--- config.mk ---
export PLATFORM = sky130hd
export DESIGN_NAME = right_align_shifter
export DESIGN_NICKNAME = d
export VERILOG_FILES = /design/src/rtl/right_align_shifter.sv
export SDC_FILE = /design/constraint.sdc
export NUM_CORES = 1
export LEC_CHECK = 0
export BUFFER_PORTS_ARGS = -buffer_cell sky130_fd_sc_hd__buf_4
export CAP_MARGIN = 10
export CORE_UTILIZATION = 60
export DETAILED_ROUTE_END_ITERATION = 10
export GPL_TIMING_DRIVEN = 0
export PLACE_DENSITY = 0.81
export SETUP_SLACK_MARGIN = 0.05
export SLEW_MARGIN = 20
export SYNTH_ARGS = -nofsm -noshare
export SYNTH_HDL_FRONTEND = slang
export SYNTH_SLANG_ARGS = --single-unit
--- constraint.sdc ---
create_clock -name Clock -period 2.3 [get_ports Clock]
set_input_delay 0.345 -clock Clock [delete_from_list [all_inputs] [get_ports Clock]]
set_output_delay 0.345 -clock Clock [all_outputs]
set_load 0.005 [all_outputs]
--- src/rtl/right_align_shifter.sv ---
// rtl/right_align_shifter.sv - nSel-stage pipelined logarithmic right shifter with valid/ready handshake.
// Optional sticky accumulation is compiled in with ALIGN_STICKY_EN.
module right_align_shifter #(
  parameter int N = 32,
  localparam int nSel = $clog2(N)
) (
  input  logic            Clock,
  input  logic            Reset,
  input  logic            InValid,
  output logic            InReady,
  input  logic [N-1:0]    In,
  input  logic [nSel-1:0] ShiftAmount,
  input  logic            ShiftIn,
  output logic            OutValid,
  input  logic            OutReady,
  output logic [N-1:0]    Out,
  output logic            Sticky
);

  logic advance;

  logic [nSel-1:0]         valid_q, valid_d, src_valid;
  logic [nSel-1:0][N-1:0]  data_q, data_d, src_data;
  logic [nSel-1:0]         src_fill;
  logic [nSel-1:0][nSel-1:0] src_amt;
  // The last stage needs neither the fill bit nor any remaining amount bits.
  logic [nSel-2:0]         fill_q, fill_d;
  logic [nSel-2:0][nSel-1:0] amt_q, amt_d;

  assign advance  = !(OutValid && !OutReady);
  assign InReady  = advance;
  assign OutValid = valid_q[nSel-1];
  assign Out      = data_q[nSel-1];

  always_comb begin
    src_data  = '0;
    src_fill  = '0;
    src_amt   = '0;
    src_valid = '0;
    data_d    = '0;
    fill_d    = '0;
    amt_d     = '0;
    src_data[0]  = In;
    src_fill[0]  = ShiftIn;
    src_amt[0]   = ShiftAmount;
    src_valid[0] = InValid;
    for (int k = 1; k < nSel; k++) begin
      src_data[k]  = data_q[k-1];
      src_fill[k]  = fill_q[k-1];
      src_amt[k]   = amt_q[k-1];
      src_valid[k] = valid_q[k-1];
    end
    valid_d = src_valid;
    // Amount is pre-shifted each stage so bit 0 always steers the current stage.
    for (int k = 0; k < nSel; k++) begin
      if (src_amt[k][0])
        data_d[k] = (src_data[k] >> (1 << k)) |
                    ({N{src_fill[k]}} & ~({N{1'b1}} >> (1 << k)));
      else
        data_d[k] = src_data[k];
    end
    for (int k = 0; k < nSel - 1; k++) begin
      fill_d[k] = src_fill[k];
      amt_d[k]  = src_amt[k] >> 1;
    end
  end

`ifdef ALIGN_STICKY_EN
  logic [nSel-1:0] sticky_q, sticky_d, src_sticky;

  always_comb begin
    src_sticky = '0;
    sticky_d   = '0;
    for (int k = 1; k < nSel; k++)
      src_sticky[k] = sticky_q[k-1];
    for (int k = 0; k < nSel; k++) begin
      sticky_d[k] = src_sticky[k];
      if (src_amt[k][0])
        sticky_d[k] = src_sticky[k] | (|(src_data[k] & ~({N{1'b1}} << (1 << k))));
    end
  end

  always_ff @(posedge Clock) begin
    if (Reset)
      sticky_q <= '0;
    else if (advance)
      sticky_q <= sticky_d;
  end

  assign Sticky = sticky_q[nSel-1];
`else
  assign Sticky = 1'b0;
`endif

  always_ff @(posedge Clock) begin
    if (Reset) begin
      valid_q <= '0;
      data_q  <= '0;
      fill_q  <= '0;
      amt_q   <= '0;
    end else if (advance) begin
      valid_q <= valid_d;
      data_q  <= data_d;
      fill_q  <= fill_d;
      amt_q   <= amt_d;
    end
  end

endmodule

# Yosys cells after proc, flatten, opt, wreduce, memory -nomap -nowiden

Cells that the tools add are included.

Bitwise operators: 5
Reductions and logical operators: 3
Mux-type cells: 5

Operator list:

| cell                                   | count |
|---|---|
| 32-bit 2-to-1 mux                      | 5 |
| 16-bit by 32-bit OR with 32-bit output | 1 |
| 24-bit by 32-bit OR with 32-bit output | 1 |
| 28-bit by 32-bit OR with 32-bit output | 1 |
| 30-bit by 32-bit OR with 32-bit output | 1 |
| 31-bit by 32-bit OR with 32-bit output | 1 |
| 1-bit logical NOT                      | 2 |
| 1-bit logical AND                      | 1 |

Output and inout bits: 35
Logic and storage cells: 24
Input port bits: 42
Flip-flop bits (word level): 179

# Depth between registers and ports, before layout

Gate-level depths: netlist (run 1).

Word-level depth: 3
Depth in mapped cells: 6
Depth with buffers taken out: 4

# Worst setup path after synthesis (run 1)

No wires, ideal clock.

Kind: register to output
From: register valid_q[4]
To: output InReady
Arrival: 0.854 ns
Data required time: 1.955 ns
Cell stages (with the launch flop): 5
Buffers on the path: 2
Path slack: 1.101 ns
Path through: dfxtp_1 > nor2b_4 > inv_4 > buf_6 > buf_2

Cells in the longest elaborated chain, start to end: 2

Ends and longest elaborated chain:

| item                   | line | text |
|---|---|---|
| from (decl)            | 22   | `logic [nSel-1:0] valid_q, valid_d, src_valid;` |
| from (signal assigned) | 102  | `valid_q <= valid_d;` |
| 1-bit logical AND      | 30   | `assign advance = !(OutValid && !OutReady);` |
| 1-bit logical NOT      | 30   |  |
| to (decl)              | 10   | `output logic InReady,` |

No other way between the ends.

# Worst setup path after layout (run 1)

Same ends and word-level chain as after synthesis.

==> impl_metrics.ini, run 1 <==
[outcome]
status = finished clean

[detailed_routing]
vias = 6100
routed_wl_um = 17500
postRouteAntennaNets = 0
avgRoutedWirePerCell_um = 15.7
via_per_inst = 5.50
dr.pass1.iters = 4
drcViolationCount = 0
first_iter_violations = 281

[synth]
syn_inst = 830
synth_most_common_cell = dfxtp_1
synth_top_family_by_area = compound AO/OA/AOI/OAI gates
synth_simple_gate_area_share_pct = 11.2
ys_types = 17
synth_nets = 872
synth_fa_ha_area_share_pct = 0
ys_ff_latch = 179
synth.top_cells.by_count = dfxtp_1, nor2_1, mux2i_1
syn_avg_cell_area_um2 = 9.73
synth.yosys.warnings = 0
synth_compound_area_share_pct = 18.8
synthMuxAreaShare_pct = 16.9
synth_top_area_cell = dfxtp_1
synth_area_um2 = 8080
synth-xor-area-share_pct = 0
synth-main-ff-cell = dfxtp_1
yosysSeqAreaShare_pct = 44.4
synth_edf_count = 0
synth_top_area_share_pct = 44.4
synth_area_leaders = dfxtp_1, mux2i_1, a211oi_1
synthArstFlopShare_pct = 0

[pwr]
power_leakage_nw = 3.95
powerDensity_nw_per_um2 = 730
p_switching_mw = 1.54
p_clk_share_pct = 43.4
p_sw_share_pct = 22.3
internal_power_mw = 5.36
power_frac_comb_pct = 8.0
seq_power_share_pct = 48.6
peakVddDrop_mv = 0.460
finalPower_mw = 6.90

[timing]
maxSlewHeadroom_pct = 57.9
slew_viol_final = 0
holdWs_ns = 0.161
timing.final.crit_period_ns = 1.92
worst_slack_ns = 0.376
clock_skew_ns = 0.00672
worstMarginPinSlew_ns = 0.632
hold_viol = 0
clock.fmax_mhz = 520
min_period_over_period_pct = 83.7
finalSetupTns_ns = 0
final-setup-viol-count = 0
rsz0062_at_grt = false

[placed_design]
dp_slack_ns = 0.714
port_buffers = 73
place_area_um2 = 8840
hpwlAfterDp_um = 12800
place_congestion = 0.834
place_inst = 1079

[clock_tree]
clk_path_buf_depth = 2
cts_setup_buffers = 0
clk_pin_slew_worst_paths_ns = 0.06
numCtsBuffers = 17
clock-sinks = 179
h-tree-depth = 4
post_cts_resized = 0
cts_hold_buf = 0
clk_latency_ns = 0.43
cts_tree = yes
root_buffer = clkbuf_16

[grt]
grt_max_degree = 17
grt_util_met3_pct = 5.23
grt_pass1_vias = 5775
gr-total-overflow = 0
top_usage_layer = met2
grt_pass1_wl_um = 28900
track_usage_pct = 26.4
antenna_found_initial = 0
grt_use_met1_pct = 31.6
grtUsageMet2_pct = 44.9

[setup_path]
crit_required_ns = 1.96
worstSetupStartpointType = flop
endpoint_kind = primary output
crit_type = flop to primary output
cp.arrival_ns = 1.58
crit_fanout = 10

[floorplanning]
die_w_um = 118
ios = 77
dieArea_um2 = 13900
rows = 42
die_h_um = 118
start_util_pct = 61.2
coreArea_um2 = 13200

[finish]
fill_cells = 1023
syn_to_final_growth_pct = 17.0
seq_area_um2 = 3580
diodes = 0
postLayoutCoreUtil_pct = 71.7
fin_area_um2 = 9450
drive_gt1_share_pct = 25.9
final_cells = 1110
multi_input_area_um2 = 3790
final_nets = 964

[flow_run]
cap_violations = 0

[hold_path]
hp-class = input port to flop
final timing paths:
check / from / end / slack, ns / cells past startpoint
min: ShiftAmount[4] / amt_d[7]$_SDFFE_PP0N_ / 0.16 / 3
min reg2reg: amt_d[15]$_SDFFE_PP0N_ / amt_d[15]$_SDFFE_PP0N_ / 0.45 / 2
max reg2reg: valid_q[4]$_SDFFE_PP0N_ / Out[28]$_SDFFE_PP0N_ / 0.85 / 4
max: valid_q[4]$_SDFFE_PP0N_ / InReady / 0.38 / 5
area by class of cell:
type / instances / area share, %
multi-input cells: 540 / 40.1
flip-flops and latches: 179 / 37.9
plain buffers: 110 / 7.37
repair buffers: 73 / 5.80
clock buffers: 21 / 4.77
well taps: 176 / 2.33
clock inverters: 10 / 1.67
inverters: 1 / 0.0662
layout by cell type, fill, tap and decap left out, types with 16 or more instances in the layout:
cell type,netlist,routed
buf_4,50,123
dfxtp_1,179,179
nor2_1,162,162
mux2i_1,136,136
a211oi_1,117,117
buf_2,35,35
a21oi_1,20,20
clkbuf_1,13,16
nand2_1,36,36
a211oi_2,43,43
clkbuf_16,0,17
nand2b_1,24,24
critical path: stages (launching register included):
cell and delay (ns):
dfxtp_1 0.33, nor2b_4 0.21, inv_4 0.11, buf_6 0.16, buf_2 0.18, buf_4 0.15
kinds of logic (layout without fill, tap and decap cells):
family / count (synthesis) / after routing
simple gates: 223 / 223
mux: 136 / 136
buf+inv: 111 / 215
other cells: 1 / 1
flops: 179 / 179
compound gates: 180 / 180
state kept, by name, indices dropped and copies added (netlist names):
signal	flops
amt_d	6
fill_q	4
valid_q	5
amt_q	4
data_q	128
Out	32
layer usage:
metal	vias up	wire length [µm]
met5	-	0
met4	0	535
met3	35	565
met2	128	8610
met1	2851	7760
li1	3086	-
power by group through the flow:
stage	combinational, mW	sequential (mW)	clock, mW
after global routing	0.599	3.37	3.14
after floorplan	0.392	3.38	0
after global placement	0.537	3.42	0
after CTS	0.553	3.35	3.01
after detailed placement	0.545	3.42	0
final	0.550	3.36	3.00
No activity file was read; power rests on OpenSTA's default activity.
==> inputs of run 2 (changes only) <==
CORE_UTILIZATION = 53   (was 60)
PLACE_DENSITY = 0.75   (was 0.81)
clock period = 1.75 ns   (was 2.3 ns; I/O delays follow)
==> run 2 against run 1 <==
  * The run now ends with design-rule violations left
  * Worst hold slack worse by 0.077 ns
  * Non-clock buffer count did not move
  * Total power is 32% higher
  * Utilization fell by 7.2 points
  * Die area up 13%
  * Routed wire length grew 0.59%
  * Final cell count increased by 0.81%
  * Sequential cell count stayed put
  * Count of clock-buffer cells in the layout up 3
  * Sequential power rose by 31%
  * First-iteration DRC count up 5.7%
==> impl_metrics.ini, run 2 (synthesis gave the netlist of run 1 again) <==
[grt]
antenna_found_initial = 0
top_usage_layer = met2
grtUsageMet2_pct = 37.3
grt_use_met1_pct = 29.9
grt_util_met3_pct = 3.72
track_usage_pct = 23.0
grt_max_degree = 20
grt_pass1_wl_um = 28400
gr-total-overflow = 0
grt_pass1_vias = 5605

[floorplanning]
coreArea_um2 = 14700
die_w_um = 125
dieArea_um2 = 15700
rows = 44
ios = 77
start_util_pct = 54.9
die_h_um = 125

[finish]
fill_cells = 1285
seq_area_um2 = 3580
fin_area_um2 = 9480
postLayoutCoreUtil_pct = 64.5
syn_to_final_growth_pct = 17.4
largest_register = data_q
final_nets = 964
diodes = 0
mostFrequentLayoutCell = dfxtp_1
multi_input_area_um2 = 3790
layout_common_cells = dfxtp_1, nor2_1, mux2i_1
largest_register_ffs = 128
drive_gt1_share_pct = 26.1

[timing]
clock.fmax_mhz = 617
worst_slack_ns = 0.128
slew_viol_final = 0
timing.final.crit_period_ns = 1.62
hold_viol = 0
maxSlewHeadroom_pct = 55.4
worstMarginPinSlew_ns = 0.670
clock_skew_ns = 0.00635
min_period_over_period_pct = 92.7
final-setup-viol-count = 0
finalSetupTns_ns = 0
rsz0062_at_grt = false

[clock_tree]
clock-sinks = 179
clk_pin_slew_worst_paths_ns = 0.06
h-tree-depth = 4
cts_tree = yes
root_buffer = clkbuf_16
numCtsBuffers = 17
clk_path_buf_depth = 2
clk_latency_ns = 0.43
cts_hold_buf = 0

[detailed_routing]
postRouteAntennaNets = 0
vias = 5955
via_per_inst = 5.32
first_iter_violations = 297
avgRoutedWirePerCell_um = 15.7
routed_wl_um = 17600
drcViolationCount = 7
dr.pass1.iters = 9

[hold_path]
min_path_cells = 3
hold_start = ShiftAmount[3]
min_to = amt_d[6]$_SDFFE_PP0N_
hp-class = input port to flop

[setup_path]
crit_slowest_cell = dfxtp_1
rr_endpoint = Out[22]$_SDFFE_PP0N_
endpoint_kind = primary output
crit_required_ns = 1.49
reg2reg_slack_ns = 0.15
crit_buf_inv = 3
rr_startpoint = valid_q[4]$_SDFFE_PP0N_
slowest_delay_ns = 0.31
crit_fanout = 19
crit_type = flop to primary output
worst-r2r-cell-count = 5
worstSetupStartpointType = flop
crit_chain = nor2b_4 -> inv_4 -> buf_6 -> buf_4
cp.arrival_ns = 1.36
cp_top_family = buffers and inverters

[placed_design]
hpwlAfterDp_um = 12900
place_congestion = 0.838
dp_slack_ns = 0.301
place_area_um2 = 8850
port_buffers = 73

[pwr]
power_leakage_nw = 3.95
powerDensity_nw_per_um2 = 961
peakVddDrop_mv = 0.728

[outcome]
violations = design-rule violations
status = complete, but fails checks

[flow_run]
cap_violations = 0
==> run 2: worst register-to-register path: cells and delay by family, from the launching register on <==
family	cells	cell delay (ns)
AO/OA/AOI/OAI	2	0.61
buffers and inverters	2	0.42
flip-flops	1	0.31
AND/OR/NAND/NOR	1	0.13
==> run 2: through the flow <==
| step | instances | total power, mW | hold slack (ns) |
|---|---|---|---|
| 2_1_floorplan | 830 | 4.96 | 0.403 |
| 3_3_place_gp | 1087 | 5.20 | 0.440 |
| 3_5_place_dp | 1087 | 5.22 | 0.445 |
| 4_1_cts | 1119 | 9.17 | 0.0704 |
| 5_1_grt | 1119 | 9.38 | 0.102 |
| 6_report | 1119 | 9.11 | 0.0846 |
==> run 2: where the power goes <==
group | switching [mW] | internal [mW] | leakage (nW)
Sequential | 0.147 | 4.27 | 1.46
Clock | 1.55 | 2.43 | 0.298
Combinational | 0.349 | 0.368 | 2.18
==> run 2: worst max path at each step <==
stage	startpoint	end	slack, ns	depth (start not counted)
after global placement	valid_q[4]$_SDFFE_PP0N_	Out[29]$_SDFFE_PP0N_	0.33	4
after global routing	valid_q[4]$_SDFFE_PP0N_	InReady	0.08	4
after CTS	valid_q[4]$_SDFFE_PP0N_	InReady	0.1	4
after floorplan	valid_q[4]$_SDFFE_PP0N_	Out[20]$_SDFFE_PP0N_	0.58	4
after detailed placement	valid_q[4]$_SDFFE_PP0N_	Out[23]$_SDFFE_PP0N_	0.30	4
final	valid_q[4]$_SDFFE_PP0N_	InReady	0.13	4
==> run 2: layout make-up <==
| type | count | share of cell area, % |
|---|---|---|
| Buffer | 109 | 7.30 |
| Inverter | 1 | 0.0660 |
| Timing Repair Buffer | 74 | 5.86 |
| Sequential cell | 179 | 37.8 |
| Tap cell | 184 | 2.43 |
| Multi-Input combinational cell | 540 | 40.0 |
| Clock inverter | 8 | 1.29 |
| Clock buffer | 24 | 5.29 |
==> run 2: layer usage <==
| layer | vias to the layer above | part of all wire [%] |
|---|---|---|
| li1 | 3090 | - |
| met1 | 2703 | 47 |
| met2 | 126 | 47 |
| met3 | 36 | 3.1 |
| met4 | 0 | 2.8 |
| met5 | - | 0 |
==> run 2: timing repair <==
item                       in CTS  in global routing
gates resized for setup         0                  0
setup endpoints to repair       1                  0
setup buffers                   1                  0
